## src/rtl/encoder_pkg.sv

```systemverilog
// Shared widths and constants for the registered 8-to-3 priority encoder.
package encoder_pkg;

    localparam int DATA_W = 8;
    localparam int CODE_W = $clog2(DATA_W);

    localparam logic [CODE_W-1:0] NO_REQ_CODE = 3'd0;

endpackage : encoder_pkg

```

## src/rtl/encoder_8x3_core.sv

```systemverilog
// Combinational core: priority winner index, any-bit-set and two-or-more-bits-set detect.
module encoder_8x3_core
    import encoder_pkg::*;
#(
    parameter bit PRIORITY_HIGH = 1'b1
) (
    input  logic [DATA_W-1:0] data,
    output logic [CODE_W-1:0] w,
    output logic              any,
    output logic              many
);

    logic [3:0] any1_s;
    logic [3:0] many1_s;
    logic [1:0] any2_s;
    logic [1:0] many2_s;

    // Priority winner; the later assignment in the scan direction wins.
    always_comb begin
        w = NO_REQ_CODE;
        if (PRIORITY_HIGH) begin
            for (int i = 0; i < DATA_W; i++) begin
                if (data[i]) begin
                    w = CODE_W'(i);
                end else begin
                    w = w;
                end
            end
        end else begin
            for (int i = DATA_W - 1; i >= 0; i--) begin
                if (data[i]) begin
                    w = CODE_W'(i);
                end else begin
                    w = w;
                end
            end
        end
    end

    // Pairwise reduction: a merged pair has "many" if either half had many or both halves had any.
    always_comb begin
        any1_s  = 4'b0000;
        many1_s = 4'b0000;
        any2_s  = 2'b00;
        many2_s = 2'b00;
        for (int i = 0; i < 4; i++) begin
            any1_s[i]  = data[2*i] | data[2*i+1];
            many1_s[i] = data[2*i] & data[2*i+1];
        end
        for (int j = 0; j < 2; j++) begin
            any2_s[j]  = any1_s[2*j] | any1_s[2*j+1];
            many2_s[j] = many1_s[2*j] | many1_s[2*j+1] | (any1_s[2*j] & any1_s[2*j+1]);
        end
        any  = any2_s[0] | any2_s[1];
        many = many2_s[0] | many2_s[1] | (any2_s[0] & any2_s[1]);
    end

endmodule : encoder_8x3_core

```

## src/rtl/encoder_8x3.sv

```systemverilog
// Registered 8-to-3 encoder: combinational core followed by an enable/reset output register stage.
module encoder_8x3
    import encoder_pkg::*;
#(
    parameter bit PRIORITY_HIGH = 1'b1
) (
    input  logic              clk,
    input  logic              rst_n,
    input  logic              en,
    input  logic [DATA_W-1:0] data,
    output logic [CODE_W-1:0] code,
    output logic              valid,
    output logic              multi
);

    logic [CODE_W-1:0] w_s;
    logic              any_s;
    logic              many_s;

    logic [CODE_W-1:0] code_d;
    logic [CODE_W-1:0] code_q;
    logic              valid_d;
    logic              valid_q;
    logic              multi_d;
    logic              multi_q;

    encoder_8x3_core #(
        .PRIORITY_HIGH (PRIORITY_HIGH)
    ) u_core (
        .data (data),
        .w    (w_s),
        .any  (any_s),
        .many (many_s)
    );

    // Next state: reset dominates enable, otherwise capture on enable or hold.
    always_comb begin
        code_d  = code_q;
        valid_d = valid_q;
        multi_d = multi_q;
        if (!rst_n) begin
            code_d  = NO_REQ_CODE;
            valid_d = 1'b0;
            multi_d = 1'b0;
        end else if (en) begin
            code_d  = w_s;
            valid_d = any_s;
            multi_d = many_s;
        end else begin
            code_d  = code_q;
            valid_d = valid_q;
            multi_d = multi_q;
        end
    end

    // Output register stage.
    always_ff @(posedge clk) begin
        code_q  <= code_d;
        valid_q <= valid_d;
        multi_q <= multi_d;
    end

    assign code  = code_q;
    assign valid = valid_q;
    assign multi = multi_q;

endmodule : encoder_8x3

```

## config.mk

```make
export PLATFORM = sky130hd
export DESIGN_NAME = encoder_8x3
export DESIGN_NICKNAME = d
export VERILOG_FILES = /design/src/rtl/encoder_pkg.sv /design/src/rtl/encoder_8x3_core.sv /design/src/rtl/encoder_8x3.sv
export SDC_FILE = /design/constraint.sdc
export NUM_CORES = 1
export LEC_CHECK = 0
export CAP_MARGIN = 15
export CORE_AREA = 5 5 42 44
export DETAILED_ROUTE_END_ITERATION = 8
export DIE_AREA = 0 0 47 49
export PLACE_DENSITY_LB_ADDON = 0.15
export SLEW_MARGIN = 10
export SYNTH_ARGS = -nofsm -noshare
export SYNTH_HDL_FRONTEND = slang
export SYNTH_SLANG_ARGS = --single-unit
```

## constraint.sdc

```tcl
create_clock -name clk -period 0.95 [get_ports clk]
set_input_delay 0.095 -clock clk [delete_from_list [all_inputs] [get_ports clk]]
set_output_delay 0.095 -clock clk [all_outputs]
set_load 0.05 [all_outputs]
```

## Word level (Yosys, flattened, before mapping)

Cells that the tools add are included.

- Muxes and demuxes: 7
- Bitwise logic cells: 20

Operators with widths:

| kind | number |
|---|---|
| OR 1 bit | 13 |
| two-way mux 3 bit | 4 |
| bitwise AND 1 bit | 7 |
| two-way mux 2 bit | 2 |
| two-way mux 1 bit | 1 |

- Logic and storage cells: 30
- Bits in registers: 5
- Bits of input ports: 11

## Longest topological paths before layout

Gate-level depths: netlist (run 1).

- Depth in word-level cells: 7
- Mapped depth: 4

## Cells and area by module

Synthesis (run 1) repeated with hierarchy kept, for this count alone.

- Cell total of the unflattened synthesis: 33
- Area total of the unflattened synthesis: 304.0 um^2

Modules (own cells, without submodules):

| module | cells each | area each (um^2) | instances |
|---|---|---|---|
| encoder_8x3 | 16 | 192.7 | 1 |
| encoder_8x3_core | 17 | 111.4 | 1 |

## Worst setup path before layout (run 1)

OpenSTA, ideal clock, no wires.

- Path type: flip-flop to flip-flop
- From: register, netlist name code[0]
- To: register code_q[0] (netlist: code[0])
- Cell stages (with the launch flop): 3
- Arrival: 0.860 ns
- Setup time: 0.074 ns
- Setup slack: 0.016 ns
- Period minus slack after synthesis: 0.934 ns
- Cell sequence: dfxtp_1 > o21ai_0 > a31oi_1

RTL lines:

| element | line | text |
|---|---|---|
| end signal: assignment | encoder_8x3.sv:58 | `code_q <= code_d;` |
| end: declaration | encoder_8x3.sv:21 | `logic [CODE_W-1:0] code_q;` |

## Worst setup path after layout (run 1)

- From: register code_q[1] (netlist: code[1])
- To: output code[1]

RTL lines:

| element | line | text |
|---|---|---|
| end: declaration | encoder_8x3.sv:11 | `output logic [CODE_W-1:0] code,` |

No word-level cell between the ends.

==> results.yml, run 1 <==
clocking:
  clk_latency_ns: 0.24
  htree_levels: 1
  cts-buffers-inserted: 3
  cts_tree: "yes"
  clk_pin_slew_ns: 0.04
  root_buffer: "clkbuf_4"
  max-clock-path-buffers: 2
  clock-sinks: 5
  ctsHoldBuffers: 0
detailed_routing:
  route.antenna.remaining_nets: 0
  vias_per_cell: 4.62
  drc: 0
  drt_first_iter_violations: 2
  vias: 356
  wl_um: 747
  wl_per_cell_um: 9.70
  first_pass_iters: 2
global_route:
  track_usage: 0.0752
  grt_pass1_wl_um: 1300
  grt_max_degree: 11
  gr-total-overflow: 0
  grt_pass1_vias: 343
  antenna_found_initial: 0
sta:
  finalSetupViolCount: 0
  hold_violations: 0
  tightest_slew_ns: 0.326
  layout_min_cycle_time_ns: 0.857
  slew_violations: 0
  clock_skew_ns: 0
  clock.fmax_mhz: 1170
  period_share: 0.902
  rsz0062_at_grt: "yes"
  max-slew-margin-rel: 0.782
synthesis:
  syn-instance-count: 34
  yosys.area.top_type: "dfxtp_1"
  ys_ff_latch: 5
  syn_area_per_cell_um2: 7.84
  yosys.area_share.xor_xnor: 0
  synth_area_leaders: "dfxtp_1, o21ai_1, nor4_4, a21oi_1, a31oi_1"
  synth_compound_area_frac: 0.399
  synth.cell_area_um2: 267
  synth_top_area_frac: 0.376
  synth_cell_type_count: 14
  synth_nets: 45
  synthAdderAreaFrac: 0
  yosys.area_share.simple: 0.169
  synth.area.mux_share: 0
  ys_seq_area_frac: 0.376
  ys_warn_count: 0
  synth_top_family_by_area: "compound AO/OA/AOI/OAI gates"
pwr:
  power_leakage_uw: 0.000284
  vdd.ir_drop.worst_uv: 459
  powerDensity_mw_per_mm2: 1250
critical_path:
  cp.depth: 1
  worstPathArrival_ns: 0.76
  path_class: "flip-flop to output pin"
  crit_slowest_cell: "dfxtp_1"
  cp_data_required_time_ns: 0.85
  crit_path_end_kind: "output pin"
  crit_chain: "buf_12"
  r2r_cells: 2
  critPathBufInv: 1
  max_stage_delay_ns: 0.37
  cp-start-kind: "flip-flop"
  critPathTopFamily: "flip-flops"
  crit_fanout: 2
floorplanning:
  num_rows: 14
  fp.dieW_um: 47
  coreArea_mm2: 0.00140
  initial_core_util: 0.190
  ioPinCount: 16
  dieArea_mm2: 0.00230
  die_h_um: 49
placement:
  routabilityCongestion: 0.789
  dp.cells: 72
  io_buffers: 15
  hpwlAfterDp_um: 623
min_path:
  holdPathStages: 2
  hold_class: "primary input to flip-flop"
layout:
  final_util: 0.416
  area_growth_pct: 119
  nFillCells: 156
  layout.nets: 73
  diodes: 0
  drive_above_1_share: 0.393
  final_cells: 77
run:
  drv_cap: 0
status:
  status: "completed"
[logic make-up (layout without fill, tap and decap cells)]
| kind of cell | count (synthesis) | after routing |
|---|---|---|
| AO/OA/AOI/OAI | 19 | 19 |
| flip-flops | 5 | 5 |
| buffers and inverters | 4 | 31 |
| AND/OR/NAND/NOR | 6 | 6 |
[area by class of cell]
| class | count | area (um^2) | area share |
|---|---|---|---|
| clock buffers | 4 | 26.3 | 0.0451 |
| repair buffers | 24 | 264 | 0.453 |
| multi-input cells | 25 | 161 | 0.277 |
| flip-flops and latches | 5 | 100 | 0.172 |
| well taps | 16 | 20.0 | 0.0343 |
| inverters | 3 | 11.3 | 0.0193 |
[cells in the mapped netlist]
cell type	n
o21ai_1	6
inv_1	3
a211oi_1	2
nor4_4	1
nand2_1	1
o21ai_0	3
nor4_1	1
a21oi_1	4
o211ai_1	1
nor2_1	2
nand2b_1	1
dfxtp_1	5
a31oi_1	3
clkbuf_1	1
[power by group]
part | switching (uW) | internal [uW] | leakage [uW]
Clock | 86.2 | 159 | 0.0000150
Sequential | 15.6 | 227 | 0.0000419
Combinational | 116 | 124 | 0.000227
[layout by cell type, fill, tap and decap left out, types with 2 or more instances in the layout]
cell,synthesis,layout
dlymetal6s2s_1,0,5
o21ai_1,6,6
inv_1,3,3
buf_12,0,5
a21oi_1,4,4
o21ai_0,3,3
clkbuf_4,0,3
clkbuf_2,0,2
nor2_2,0,2
a31oi_1,3,3
buf_4,0,9
dfxtp_1,5,5
[worst paths after layout]
kind	startpoint	end	slack, ns
hold / removal	en	multi	0.26
setup reg to reg	code[0]	code[0]	0.28
setup / recovery	code[1]	code[1]	0.09
hold reg to reg	code[1]	code[1]	0.54
[timing repair]
item,CTS,global route
buffers inserted,0,1
gates cloned,0,0
gates resized for setup,7,12
setup endpoints to repair,3,4
pin swaps,3,4
[routing by layer]
layer	wire (um)	up-vias	track usage
li1	-	182	-
met5	0	-	0
met1	282	159	0.0873
met2	375	13	0.115
met3	75	2	0.00369
met4	14	0	0.0691
[registers in the layout, indices dropped and copies added, names as in the netlist]
name / cells
valid: 1
multi: 1
code: 3
[through the flow]
| stage | setup TNS, ns | cell area (um^2) | worst slack (ns) | power (uW) | hold WS (ns) |
|---|---|---|---|---|---|
| after floorplan | 0 | 267 | 0.0157 | 333 | 0.233 |
| after global placement | -1.36 | 543 | -0.405 | 493 | 0.535 |
| after detailed placement | -1.44 | 543 | -0.443 | 493 | 0.538 |
| after CTS | 0 | 569 | 0.00301 | 740 | 0.389 |
| after global routing | -0.0111 | 583 | -0.0111 | 767 | 0.306 |
| final | 0 | 583 | 0.0927 | 727 | 0.262 |
Note: power is estimated with default switching activity, not from simulation.
==> run 2, diff against run 1 <==
--- a/config.mk
+++ b/config.mk
@@ -6,6 +6,8 @@
 export NUM_CORES = 1
 export LEC_CHECK = 0
 export CAP_MARGIN = 15
+export CELL_PAD_IN_SITES_DETAIL_PLACEMENT = 1
+export CELL_PAD_IN_SITES_GLOBAL_PLACEMENT = 1
 export CORE_AREA = 5 5 42 44
 export DETAILED_ROUTE_END_ITERATION = 8
 export DIE_AREA = 0 0 47 49
==> results.yml, run 2 (synthesized netlist as in run 1, its figures left out) <==
status:
  status: "completed"
detailed_routing:
  first_pass_iters: 3
  vias: 356
  wl_per_cell_um: 11.8
  drt_first_iter_violations: 2
  vias_per_cell: 4.68
  wl_um: 894
  route.antenna.remaining_nets: 0
  drc: 0
floorplanning:
  fp.dieW_um: 47
  die_h_um: 49
  ioPinCount: 16
  dieArea_mm2: 0.00230
  coreArea_mm2: 0.00140
  initial_core_util: 0.190
  num_rows: 14
pwr:
  powerDensity_mw_per_mm2: 1270
  power_leakage_uw: 0.000255
  vdd.ir_drop.worst_uv: 351
sta:
  tightest_slew_ns: 0.301
  clock_skew_ns: 0
  max-slew-margin-rel: 0.799
  period_share: 0.919
  slew_violations: 0
  finalWorstSetupSlack_ns: 0.0773
  rsz0062_at_grt: "no"
  layout_min_cycle_time_ns: 0.873
  clock.fmax_mhz: 1150
  hold_violations: 0
  finalSetupViolCount: 0
  setup_tns_ns: 0
placement:
  io_buffers: 15
  routabilityCongestion: 0.788
  place_area_um2: 536
  dp.cells: 71
  dp_slack_ns: -0.466
clocking:
  ctsHoldBuffers: 0
  max-clock-path-buffers: 2
  clk_latency_ns: 0.24
  root_buffer: "clkbuf_4"
  htree_levels: 1
  cts_tree: "yes"
  cts-buffers-inserted: 3
  clk_pin_slew_ns: 0.04
  clock-sinks: 5
layout:
  drive_above_1_share: 0.417
  final_util: 0.412
  area_growth_pct: 116
  layout.nets: 72
  diodes: 0
  largest_reg_flops: 3
  nFillCells: 180
  final_cells: 76
  final_common_cell: "buf_4"
  final_design_area_no_fill_um2: 577
  layout_common_cells: "buf_4, o21ai_1, dfxtp_1, buf_12, a21oi_1"
critical_path:
  crit_slowest_cell: "dfxtp_1"
  cp-start-kind: "flip-flop"
  max_stage_delay_ns: 0.38
  cp_data_required_time_ns: 0.85
  critPathBufInv: 1
  worstPathArrival_ns: 0.78
  critPathTopFamily: "flip-flops"
  crit_fanout: 2
  path_class: "flip-flop to output pin"
  crit_chain: "buf_12"
  crit_path_end_kind: "output pin"
global_route:
  grt_pass1_vias: 391
  antenna_found_initial: 0
  grt_max_degree: 11
  track_usage: 0.0907
  grt_pass1_wl_um: 1410
  gr-total-overflow: 0
run:
  drv_cap: 0
min_path:
  hold_class: "primary input to flip-flop"
## run 2: changes by cell type in the layout (fill, tap and decap cells not counted), sizes merged
cell | before | now
dlygate4sd2 | 1 | 3
clkdlybuf4s50 | 1 | 2
dlymetal6s2s | 5 | 2
buf | 15 | 14
## run 2: per-layer routing
layer  vias up  part of all wire  GRT usage
li1        179                 -          -
met1       154              0.37     0.0788
met2        18              0.49      0.140
met3         5             0.075     0.0148
met4         0             0.063      0.124
met5         -                 0          0
## run 2: report_power, final
part / internal [uW] / leakage [uW] / switching (uW)
clock network: 159 / 0.0000150 / 87.8
logic: 122 / 0.000198 / 122
registers: 227 / 0.0000419 / 16.2
## run 2: final timing paths
| kind | slack, ns | cells after the start | from | to |
|---|---|---|---|---|
| max | 0.08 | 1 | valid | valid |
| min | 0.26 | 3 | data[7] | code[2] |
| max reg2reg | 0.28 | 2 | code[0] | code[0] |
| min reg2reg | 0.55 | 2 | code[1] | code[1] |
## run 2: layout make-up
type / instances / area, um^2 / share of cell area
clock buffer: 4 / 26.3 / 0.0456
inverter: 3 / 11.3 / 0.0195
multi-input combinational: 25 / 173 / 0.299
sequential: 5 / 100 / 0.174
tap: 16 / 20.0 / 0.0347
timing repair buffer: 23 / 246 / 0.427
## run 2: stage by stage
step / hold WS, ns / power [uW]
detailed placement: 0.544 / 495
global route: 0.294 / 775
floorplan: 0.233 / 333
CTS: 0.358 / 753
global placement: 0.532 / 488
finish: 0.259 / 734
## run 2: repair_timing
action                     CTS  global route
setup endpoints to repair    4             2
pin swaps                    3             4
buffers inserted             1             0
resized for setup           11             9
